[src/rtl/demux1to4_skid.sv]
// demux1to4_skid: steers one ready/valid stream to one of four consumers by a 2-bit tag,
// through a 2-entry registered skid buffer that preserves global FIFO order.
module demux1to4_skid #(
    parameter int DEMUX_DATA_WIDTH = 32
) (
    input  logic                        clk,
    input  logic                        reset,
    input  logic                        i_flush,
    input  logic                        i_valid,
    output logic                        o_ready,
    input  logic [1:0]                  i_sel,
    input  logic [DEMUX_DATA_WIDTH-1:0] i_data,
    output logic [3:0]                  o_valid,
    input  logic [3:0]                  i_ready,
    output logic [DEMUX_DATA_WIDTH-1:0] o_data
);

    localparam logic [1:0] ST_EMPTY = 2'd0;
    localparam logic [1:0] ST_HALF  = 2'd1;
    localparam logic [1:0] ST_FULL  = 2'd2;

    logic [1:0]                  r_state;
    logic [1:0]                  w_state_nxt;
    logic [1:0]                  r_main_sel;
    logic [DEMUX_DATA_WIDTH-1:0] r_main_data;
    logic [1:0]                  r_skid_sel;
    logic [DEMUX_DATA_WIDTH-1:0] r_skid_data;

    logic w_in_fire;
    logic w_out_fire;
    logic w_main_from_in;
    logic w_main_from_skid;
    logic w_skid_from_in;

    // Handshake outputs come from registered state only, so i_ready never reaches o_ready.
    assign o_ready    = (r_state != ST_FULL);
    assign o_data     = r_main_data;
    assign w_in_fire  = i_valid & o_ready;
    assign w_out_fire = (r_state != ST_EMPTY) & i_ready[r_main_sel];

    always_comb begin
        o_valid = '0;
        if (r_state != ST_EMPTY) begin
            o_valid[r_main_sel] = 1'b1;
        end
    end

    always_comb begin
        w_state_nxt      = r_state;
        w_main_from_in   = 1'b0;
        w_main_from_skid = 1'b0;
        w_skid_from_in   = 1'b0;
        if (i_flush) begin
            w_state_nxt = ST_EMPTY;
        end else begin
            case (r_state)
                ST_EMPTY: begin
                    if (w_in_fire) begin
                        w_state_nxt    = ST_HALF;
                        w_main_from_in = 1'b1;
                    end
                end
                ST_HALF: begin
                    if (w_in_fire && w_out_fire) begin
                        w_main_from_in = 1'b1;
                    end else if (w_in_fire) begin
                        w_state_nxt    = ST_FULL;
                        w_skid_from_in = 1'b1;
                    end else if (w_out_fire) begin
                        w_state_nxt = ST_EMPTY;
                    end
                end
                ST_FULL: begin
                    if (w_out_fire) begin
                        w_state_nxt      = ST_HALF;
                        w_main_from_skid = 1'b1;
                    end
                end
                default: w_state_nxt = ST_EMPTY;
            endcase
        end
    end

    always_ff @(posedge clk or posedge reset) begin
        if (reset) begin
            r_state     <= ST_EMPTY;
            r_main_sel  <= '0;
            r_main_data <= '0;
            r_skid_sel  <= '0;
            r_skid_data <= '0;
        end else begin
            r_state <= w_state_nxt;
            if (w_main_from_in) begin
                r_main_sel  <= i_sel;
                r_main_data <= i_data;
            end else if (w_main_from_skid) begin
                r_main_sel  <= r_skid_sel;
                r_main_data <= r_skid_data;
            end
            if (w_skid_from_in) begin
                r_skid_sel  <= i_sel;
                r_skid_data <= i_data;
            end
        end
    end

endmodule

[config.mk]
export PLATFORM = sky130hd
export DESIGN_NAME = demux1to4_skid
export DESIGN_NICKNAME = d
export VERILOG_FILES = /design/src/rtl/demux1to4_skid.sv
export SDC_FILE = /design/constraint.sdc
export NUM_CORES = 1
export LEC_CHECK = 0
export CORE_MARGIN = 4
export CORE_UTILIZATION = 40
export CTS_CLUSTER_DIAMETER = 40
export DETAILED_ROUTE_END_ITERATION = 7
export PLACE_DENSITY_LB_ADDON = 0.12
export SYNTH_ARGS = -nofsm -noshare
export SYNTH_HDL_FRONTEND = slang
export SYNTH_SLANG_ARGS = --single-unit
[constraint.sdc]
create_clock -name clk -period 2.8 [get_ports clk]
set_input_delay 0.28 -clock clk [delete_from_list [all_inputs] [get_ports clk]]
set_output_delay 0.28 -clock clk [all_outputs]
set_load 0.01 [all_outputs]
Yosys cells after proc, flatten, opt, wreduce, memory -nomap -nowiden
Cells that the tools add are included.
{ "classes": {"order_cmp": 2, "n_eq_ne": 7, "mux": 26, "bitwise": 2, "n_reduce_logical": 6} }
{ "op_table": {"columns": ["cell", "n"], "rows": [
  ["32-bit two-way mux", 2],
  ["2-bit two-way mux", 8],
  ["1-bit two-way mux", 11],
  ["3-bit != test (second input constant)", 3],
  ["2-bit one-hot mux with 3 select lines", 1],
  ["4-bit two-way mux", 1],
  ["4-bit != test (second input constant)", 1],
  ["4-bit AND reduction", 1],
  ["2-bit nonzero test", 2],
  ["2-bit by 3-bit less-than comparator with 1-bit output (second input constant)", 1],
  ["1-bit bitwise AND", 2],
  ["1-bit binary-select mux with 2-bit select", 1],
  ["1-bit demux with 2-bit select", 1],
  ["2-bit by 1-bit equality test with 1-bit output (second input constant)", 1],
  ["2-bit equality test (second input constant)", 1],
  ["2-bit by 1-bit >= comparator with 1-bit output (second input constant)", 1],
  ["1-bit logical AND", 2],
  ["2-bit logical NOT", 1],
  ["2-bit != test (second input constant)", 1],
  ["1-bit one-hot mux with 2 select lines", 1]
]} }
{ "word_totals": {"ff_bits": 70} }

Depth between registers and ports, before layout
{ "depth": {"depth_word": 8, "mapped_depth": 7} }

Worst setup path before layout
OpenSTA, ideal clock, no wires.
{ "synth_path": {"kind": "reg-to-reg", "from": "register r_main_sel[0]", "to": "register r_skid_data[10]", "t_arrival_ns": 1.939, "required_time_ns": 2.675, "path_slack_ns": 0.736, "stages_incl_launch_ff": 6, "path_buffers": 2, "path_cell_list": "dfrtp_1 > mux4_2 > buf_6 > nor3_4 > buf_6 > mux2_2"} }
{ "synth_between": {"elab_chain_cells": 7} }
{ "synth_rtl": {"columns": ["item", "line_no", "text"], "rows": [
  ["start: declaration", "24", "logic [1:0] r_main_sel;"],
  ["start signal: assignment", "94", "r_main_sel <= i_sel;"],
  ["start signal: assignment", "97", "r_main_sel <= r_skid_sel;"],
  ["1-bit binary-select mux with 2-bit select", "39", "assign w_out_fire = (r_state != ST_EMPTY) & i_ready[r_main_sel];"],
  ["1-bit two-way mux (implied by the code)", "39", null],
  ["1-bit bitwise AND", "39", null],
  ["1-bit logical AND", "64", "if (w_in_fire && w_out_fire) begin"],
  ["1-bit two-way mux", "64", null],
  ["1-bit two-way mux", "56", "case (r_state)"],
  ["1-bit two-way mux", "53", "if (i_flush) begin"],
  ["end signal: assignment", "102", "r_skid_data <= i_data;"],
  ["end: declaration", "27", "logic [DEMUX_DATA_WIDTH-1:0] r_skid_data;"]
]} }
Every way passes these cells. The select of a mux whose other input is x is not followed.
A chain may end at the register's enable or synchronous reset.

Final worst setup path
{ "layout_path": {"from": "register r_main_sel[0]", "to": "register r_main_data[8], in the netlist o_data[8]"} }
{ "layout_between": {"elab_chain_cells": 8, "elab_cells_between_ends": 12, "classes_between": "mux (9); bitwise (1); reduce/logical (2)"} }
{ "layout_rtl": {"columns": ["item", "line_no", "text"], "rows": [
  ["1-bit binary-select mux with 2-bit select (*)", "39", null],
  ["1-bit two-way mux (implied by the code) (*)", "39", null],
  ["1-bit bitwise AND (*)", "39", null],
  ["1-bit logical AND", "64", null],
  ["1-bit two-way mux", "64", null],
  ["1-bit one-hot mux with 2 select lines", "56", null],
  ["1-bit two-way mux", "53", null],
  ["32-bit two-way mux or 2-bit nonzero test (tied branches)", null, null],
  ["end signal: assignment", "95", "r_main_data <= i_data;"],
  ["end signal: assignment", "98", "r_main_data <= r_skid_data;"],
  ["end: declaration", "25", "logic [DEMUX_DATA_WIDTH-1:0] r_main_data;"]
]} }
Mark *: on every way between the ends. The rest lies on a longest branch, timed or not. The select of a mux whose other input is x is not followed.

==> flow_results.org <==
** Status
- The run finished with clean final reports.

** Logic synthesis
- For this run, asynchronously set or reset flops after synthesis account for 100%.
- Cell type with the largest total area after synthesis :: dfrtp_1
- During synthesis, Yosys emitted a total of 0 warnings.
- Yosys top cell area share :: 59.1%
- The cell area that synthesis handed to floorplanning was 0.00296 mm².
- The most used flip-flop cell after synthesis is dfrtp_1.
- Main area contributors after synthesis :: dfrtp_1, mux2_2, o22ai_1
- Post-Syn Nets :: 292
- Synthesis inferred 70 register bits.
- A synthesized cell averages 11.9 µm².
- Counting every instance in the synthesized netlist gives 250.
- Synthesis instantiated 26 different standard cells from the library.
- Of the synthesized area, sequential elements account for 59.1%.
- Count of flip-flops with a built-in enable after synthesis :: 0

** Die
- During I/O placement, the number of pins put on the boundary was 79.
- Initial standard-cell utilization of the core :: 41.1%
- The total area inside the core boundary comes to 0.00721 mm².
- Site Rows :: 31
- Chip Width :: 94.1 µm
- Die Footprint :: 0.00885 mm²
- In this run the vertical extent of the chip is 94.1 µm.

** Power
- Lkg Pwr :: 1.79 nW
- Power comes to 0.00360 W.
- Cell Pwr Density :: 891 mW/mm²
- Worst IR Drop VDD :: 0.392 mV

** Placement
- Cells after DPL :: 422
- Area of placed instances :: 0.00382 mm²
- Placer's final routability congestion estimate :: 0.710
- Prior to clock tree synthesis, the placed netlist has a worst setup slack of 0.427 ns.
- Buffers placed on the I/O ports in this run total 78.
- Detail Placement HPWL :: 4360 µm

** Drt
- First drt pass iteration count :: 4
- In this run, the number of DRC markers left after iteration 0 of detailed routing was 69.
- After detailed routing, the average wire length per cell comes to 14.7 µm.
- Final wirelength :: 6440 µm
- Via/cell ratio :: 4.89
- Detailed-route via count :: 2,143
- Detail Route Antenna Nets :: 0
- After detailed routing, the number of remaining DRC violations is 0.

** Timing
- The final hold violation count was 0.
- Relative slew slack :: 68.3%
- Least-Margin Pin Slew :: 0.475 ns
- Final period util :: 78.3%
- Maximum clock frequency :: 456 MHz
- Maximum clock skew at final layout :: 0.00895 ns
- The total count of max-transition violations in the final report came to 0.
- Shortest clock period the worst path allows after layout :: 2.19 ns
- RSZ-0062 raised after global routing :: no
- Final setup violation count :: 0
- Sum of negative setup slack :: 0 ns
- Setup WS post-layout :: 0.608 ns

** Critical path
- Kind of start point of the critical path :: flop
- Capturing instance or port of the critical path :: o_data[8]$_DFFE_PP0P_
- Of all nets on the critical path, the largest fanout is 25.
- Data on the critical path is required at its endpoint by 3.05 ns.
- The worst setup path is captured at a flop.
- In this run the critical register-to-register path is captured at o_data[8]$_DFFE_PP0P_.
- Measured in cells, the most critical reg-to-reg path has a length of 5.
- Worst Setup SP :: r_main_sel[0]$_DFFE_PP0P_
- In this run the critical register-to-register path is launched from r_main_sel[0]$_DFFE_PP0P_.
- At the worst endpoint, the arrival time is 2.44 ns.
- Critical path class :: flop to flop
- Across all register-to-register paths, the minimum setup slack is 0.61 ns.

** CTS
- Clock edge transition at the registers on the reported setup and hold paths :: 0.08 ns
- Root Driver :: clkbuf_8
- Clock latency at the later pin of the worst-skew pair :: 0.34 ns
- CTS tree :: done
- Number of setup buffers added after CTS :: 0
- After clock tree synthesis, the flow added hold-fix buffers numbering 0.
- CTS saw 70 sinks.
- The number of clock buffers added by TritonCTS is 9.
- The clock passes through at most 2 buffers.
- Post-CTS sizing :: 0
- Max H-tree Level :: 3

** Cells and area
- The multi-input combinational cells in the finished layout cover a total of 970 µm².
- After routing the design area is 0.00404 mm².
- Fraction of layout cells with a size suffix above 1 :: 18.0%
- Layout-stage area growth over the synthesis result :: 36.3%
- 0 antenna diodes ended up in the layout.
- The library cell used most frequently in the layout, excluding fill and tap cells, is clkdlybuf4s50_1.
- The final layout contains 376 nets.
- Sequential standard cell area :: 0.00175 mm²
- Final Instance Count excl. Fillers :: 438
- Leaving out fill and tap cells, the most frequent cells in the layout are clkdlybuf4s50_1, dfrtp_1, inv_1.
- The layout has 660 filler cells.

** Global route
- Gr ovfl total :: 0
- Via count of the first global-routing pass :: 2,231
- The first global-routing pass estimated 10,800 µm of wire.
- Initial antenna violation count :: 0
- Overall routing resource usage :: 16.0%
- Entering global routing, the biggest net connects 38 pins.

** Hold path
- The worst hold path belongs to the class primary input to async pin.

** Flow run
- Across the run, the number of max-cap violations was 0.
==> worst min-delay path by stage <==
stage | from | to | slack (ns) | depth (start not counted)
after floorplan | i_flush | r_state[0]$_DFFE_PP0P_ | 0.38 | 1
after global placement | r_skid_data[0]$_DFFE_PP0P_ | r_skid_data[0]$_DFFE_PP0P_ | 0.47 | 1
after detailed placement | r_skid_data[4]$_DFFE_PP0P_ | r_skid_data[4]$_DFFE_PP0P_ | 0.48 | 1
after CTS | reset | r_skid_data[12]$_DFFE_PP0P_ | 0.35 | 3
after global routing | reset | o_data[12]$_DFFE_PP0P_ | 0.39 | 3
final | reset | r_skid_data[12]$_DFFE_PP0P_ | 0.35 | 3
==> per-layer routing <==
metal / vias to the layer above / global-route usage, % / routed length (µm) / part of all wire [%]
met5: - / 0 / 0 / 0
met4: 0 / 7.58 / 109 / 1.7
met3: 8 / 3.61 / 340 / 5.3
met2: 52 / 25.1 / 3110 / 48
met1: 1037 / 20.8 / 2880 / 45
li1: 1046 / - / - / -
==> flip-flops by register name (all words and copies together) (netlist names) <==
register,flops
r_state,2
o_data,32
r_skid_sel,2
r_skid_data,32
r_main_sel,2
==> logic make-up (layout without fill, tap and decap cells) <==
family          count (synthesis)  after routing  synth area share [%]
compound gates                 73             73                  14.6
flops                          70             70                  59.1
buf+inv                        49            138                  8.15
mux                            37             37                  14.4
simple gates                   21             21                  3.76
==> critical path, cell delays in order, from the launching register on <==
cell and delay (ns):
dfrtp_1 0.46, mux4_2 0.67, nand2_1 0.29, buf_4 0.37, o22ai_1 0.14, a21oi_1 0.17
==> stage by stage <==
step / hold slack [ns] / utilization (%)
6_report: 0.353 / 56.0
5_1_grt: 0.390 / 56.0
4_1_cts: 0.353 / 56.0
3_5_place_dp: 0.481 / 53.0
3_3_place_gp: 0.471 / 53.0
2_1_floorplan: 0.377 / -
==> synthesized netlist by cell type (3+ instances only) <==
master / n
nor2_1: 7
buf_6: 7
o22ai_1: 32
a21oi_1: 32
buf_2: 4
dfrtp_1: 70
nor3_1: 3
o21ai_0: 3
inv_1: 35
mux2_2: 32
nand2_1: 4
==> cell type report <==
type / instances / share of cell area (%)
clock inverter: 6 / 2.14
timing repair buffer: 87 / 21.0
clock buffer: 10 / 3.16
tap: 99 / 3.07
inverter: 35 / 3.25
sequential: 70 / 43.4
multi-input combinational: 131 / 24.0
==> report_power, final <==
part	total, W	leakage (nW)	internal, W	switching (W)
Clock	0.000873	0.106	0.000500	0.000373
Combinational	0.00107	0.876	0.000653	0.000421
Sequential	0.00165	0.808	0.00142	0.000230
Total	0.00360	1.79	0.00258	0.00102
No activity file was read; power rests on OpenSTA's default activity.
==> RTL edit 1: new RTL, same settings <==
Set the parameter `DEMUX_DATA_WIDTH` to 64 (it was 32).
--- a/src/rtl/demux1to4_skid.sv
+++ b/src/rtl/demux1to4_skid.sv
@@ -3,3 +3,3 @@
 module demux1to4_skid #(
-    parameter int DEMUX_DATA_WIDTH = 32
+    parameter int DEMUX_DATA_WIDTH = 64
 ) (
Interface: changed (resized i_data and o_data); port bits go from 79 to 143. The function was not compared with the original's and may differ.
==> RTL edit 1 against the unedited design <==
Sequential cell count up 64. Synthesized cell count up 120%. Design area up 110%. Die area up 110%. Power up 110%. Setup slack worse by 0.046 ns. Non-clock buffer count up 72. Wire length rose to 2.7 times the old value. Combinational power up 140%. Area after synthesis up 120%. Critical path type unchanged.
==> RTL edit 1: results <==
{
  "n_all_inverters": 69,
  "clock_tree.buffer_depth": 2,
  "source_to_sink_clock_delay_at_the_later_pin_of_the_worst_skew_pair_ns": 0.41,
  "insertedDiodeCount": 1,
  "layout.comb_gates.multi_input": 288,
  "grtUsageMet1_pct": 26.6,
  "sh_seq_area_pct": 38.8,
  "synth.top_cells.by_area": "sky130_fd_sc_hd__dfrtp_1, sky130_fd_sc_hd__o311a_1, sky130_fd_sc_hd__nand3b_1",
  "place.gp.congestion": 0.760,
  "multiplexer_share_of_the_synthesized_area_pct": 12.5,
  "buf_share_pct": 18.8,
  "first_global_vias": 5297,
  "grt.met2_usage_pct": 31.4,
  "multi_input_comb_area_sq_um": 2600,
  "cts-root-buf": "sky130_fd_sc_hd__clkbuf_16",
  "synth_commonest_cells": "sky130_fd_sc_hd__dfrtp_1, sky130_fd_sc_hd__inv_1, sky130_fd_sc_hd__nand3b_1, sky130_fd_sc_hd__o211ai_1, sky130_fd_sc_hd__o311a_1",
  "hpwlAfterDp_mm": 10.9,
  "avgRoutedWirePerCell_microns": 19.7,
  "syn-instance-count": 549,
  "leakage_uw": 0.00352,
  "drt_wl_total_mm": 17.7,
  "h-tree-depth": 4,
  "antenna_found_initial": 1,
  "nFillCells": 1331,
  "share_of_post_route_cells_with_drive_strength_above_1_pct": 12.9,
  "grt_start_max_net_pins": 135,
  "port_buffers": 142,
  "ys_seq_area_share_pct": 52.0,
  "register_clock_pin_slew_on_the_reported_worst_setup_and_hold_paths_ns": 0.06,
  "grt_pass1_wl_mm": 28.6,
  "worst_path_max_fanout": 18,
  "synthesis.nets": 623,
  "wp_data_arrival_ns": 2.53,
  "synthAdderAreaFrac_pct": 0,
  "run_status": "complete, no violations",
  "grt_util_met3_pct": 4.96,
  "worst_clock_skew_ns": 0.00705,
  "synth-compound-area-share_pct": 18.5,
  "clkCellAreaFrac_pct": 6.06,
  "drt_first_pass_iters": 5,
  "n_all_buffers": 159,
  "hold_path.class": "in -> async",
  "route.detailed.vias_per_inst": 5.53,
  "cp-start-kind": "flip-flop",
  "fin_nets": 743,
  "initial_drc_count": 290,
  "max_slew.worst_pin.slew_ns": 0.815,
  "track_usage_pct": 19.9,
  "worst_ir_drop_vdd_v": 0.000393,
  "cts.sink_count": 134,
  "dp.cells": 866,
  "cts_made_buffers": 17,
  "netlist-cell-type-count": 30,
  "clock_buffers": 27
}
RTL edit 1: kinds of logic after synthesis:
logic type	after synthesis
AO/OA/AOI/OAI	139
flip-flops	134
buffers and inverters	127
AND/OR/NAND/NOR	78
multiplexers	71
RTL edit 1: metrics by stage:
stage                     utilization (%)  setup WS [ns]  instance area, sq um  total power [uW]
after detailed placement             51.2          0.231                  8110              5780
after global routing                 54.5          0.416                  8630              8150
after global placement               51.2          0.259                  8110              5680
final                                54.5          0.562                  8630              7730
after floorplan                         -          0.822                  6450              4540
after CTS                            54.5          0.537                  8630              7810
RTL edit 1: critical path, cell delays in order, from the launching register on:
cell and delay [ns]:
sky130_fd_sc_hd__dfrtp_1 0.39, sky130_fd_sc_hd__mux4_4 0.73, sky130_fd_sc_hd__nor3b_4 0.29, sky130_fd_sc_hd__buf_4 0.33, sky130_fd_sc_hd__mux2_2 0.37
RTL edit 1: per-layer routing:
metal | wire (microns) | vias up
met4 | 308 | 0
li1 | - | 2291
met5 | 0 | -
met3 | 908 | 23
met1 | 7980 | 2507
met2 | 8460 | 144
RTL edit 1: worst paths after layout:
path,end,slack (ns),depth (start not counted)
max in group asynchronous,r_skid_data[30],1.83,3
min reg2reg,r_skid_data[37],0.48,1
min in group clk,r_skid_data[37],0.48,1
max reg2reg,r_skid_data[21],0.56,4
max,r_skid_data[21],0.56,4
min,o_data[55],0.45,3
RTL edit 1: report_power, final:
part / leakage, uW / switching (uW) / internal, uW
clock: 0.000261 / 780 / 1220
combinational: 0.00171 / 1080 / 1470
sequential: 0.00155 / 438 / 2740
total: 0.00352 / 2290 / 5430
==> RTL edit 2: new RTL, config.mk and constraints unchanged <==
Without the edit above. Reset style: synchronous (`reset`), changed in one clocked block.
--- a/src/rtl/demux1to4_skid.sv
+++ b/src/rtl/demux1to4_skid.sv
@@ -83,3 +83,3 @@
 
-    always_ff @(posedge clk or posedge reset) begin
+    always_ff @(posedge clk) begin
         if (reset) begin
Formal check against the unedited RTL: differs if reset is asserted again (counterexample within 4 cycles, from zero or initial values and one cycle with reset high); with reset held inactive, the same outputs for 4 cycles.
==> RTL edit 2 against the unedited design <==
Area after synthesis rose by 3.9%. Setup slack improved by 0.047 ns. Wire length rose by 25%. Design area rose by 0.84%. Sequential cell count did not move. Core utilization fell by 0.72 points. Clock skew fell by 0.00089 ns. Die area rose by 3.6%.
Power is not compared: it rests on default switching activity, and its combinational part moved more than twofold at a synthesized area within 25%.
==> RTL edit 2: results <==
{
  "track_usage_pct": 18.0,
  "ys_seq_area_share_pct": 45.5,
  "first_global_vias": 2696,
  "buf_share_pct": 21.1,
  "nFillCells": 688,
  "r2r.worst_path.cells": 5,
  "power.density_nw_per_um2": 565,
  "switchingPower_uw": 543,
  "final_cell_count_without_fillers": 510,
  "worst_clock_skew_ns": 0.00806,
  "n_all_buffers": 89,
  "source_to_sink_clock_delay_at_the_later_pin_of_the_worst_skew_pair_ns": 0.34,
  "drt_wl_total_mm": 8.06,
  "antenna_found_initial": 0,
  "synth.top_cells.by_area": "sky130_fd_sc_hd__dfxtp_1, sky130_fd_sc_hd__o221a_1, sky130_fd_sc_hd__a21oi_1",
  "regArea_sq_um": 1400,
  "synth_commonest_cells": "sky130_fd_sc_hd__dfxtp_1, sky130_fd_sc_hd__a21oi_1, sky130_fd_sc_hd__o21ai_0, sky130_fd_sc_hd__inv_1, sky130_fd_sc_hd__nand3_1",
  "detailroute.wirelength.met3_microns": 474,
  "cts.repair.resized": 0,
  "hold_path.class": "reg -> reg",
  "regToRegStartpoint": "r_main_sel[0]",
  "leakage_uw": 0.00150,
  "design_area_sq_um": 4070,
  "timing.hold.ws_ns": 0.479,
  "initial_drc_count": 163,
  "hold_start": "r_skid_data[8]",
  "coreArea_sq_um": 7370,
  "cp_slowest_stage_delay_ns": 0.48,
  "worst_path_max_fanout": 15,
  "synthesis.nets": 383,
  "share_of_post_route_cells_with_drive_strength_above_1_pct": 10.2,
  "clock_buffers": 11,
  "place.gp.congestion": 0.779,
  "run_status": "complete, no violations",
  "grt_pass1_wl_mm": 12.9,
  "syn-instance-count": 341,
  "comb_cell_power_uw": 330,
  "timing.rr.end": "o_data[0]",
  "wl_met1_mm": 3.65,
  "reg2reg_setup_slack_ns": 0.65,
  "detailroute.via_count": 2762,
  "hpwlAfterDp_mm": 5.26,
  "met2_wirelength_mm": 3.81,
  "placed_cell_area_sq_um": 3850,
  "clkCellAreaFrac_pct": 5.44,
  "timing.critical_path.max_delay_family": "compound AO/OA/AOI/OAI gates",
  "synth_ff_type": "sky130_fd_sc_hd__dfxtp_1",
  "preCtsSetupSlack_ns": 0.470,
  "layout.comb_gates.multi_input": 202,
  "grt_start_max_net_pins": 39,
  "crit_path_top_delay_cell": "sky130_fd_sc_hd__dfxtp_1",
  "dp.cells": 495,
  "max_slew.worst_pin.slew_ns": 0.747,
  "fin_nets": 449,
  "share_of_cell_area_taken_by_multi_input_logic_gates_pct": 32.8,
  "hold_path_end": "r_skid_data[8]",
  "postSynth.asyncResetShare_pct": 0,
  "netlist-cell-type-count": 32
}
==> RTL edit 2: logic make-up (layout without fill, tap and decap cells) <==
kind of cell | count (synthesis) | count (layout) | share of synthesized area [%]
buf+inv | 69 | 139 | 11.4
flops | 70 | 70 | 45.5
simple gates | 55 | 55 | 9.91
compound gates | 144 | 144 | 31.9
mux | 3 | 3 | 1.26
==> RTL edit 2: how the worst max path moves through the flow <==
stage,depth (start not counted),slack (ns),endpoint,start
2_1_floorplan,7,1.0,o_data[10],r_main_sel[0]
3_3_place_gp,5,0.51,o_data[0],i_flush
3_5_place_dp,5,0.47,o_data[2],i_flush
4_1_cts,5,0.66,o_data[2],r_main_sel[0]
5_1_grt,5,0.54,o_data[0],r_main_sel[0]
6_report,5,0.65,o_data[0],r_main_sel[0]
==> RTL edit 2: layer usage <==
layer	track usage, %	vias to the layer above
met2	28.8	86
met5	0	-
met3	5.39	10
met4	6.40	0
li1	-	1370
met1	23.1	1296
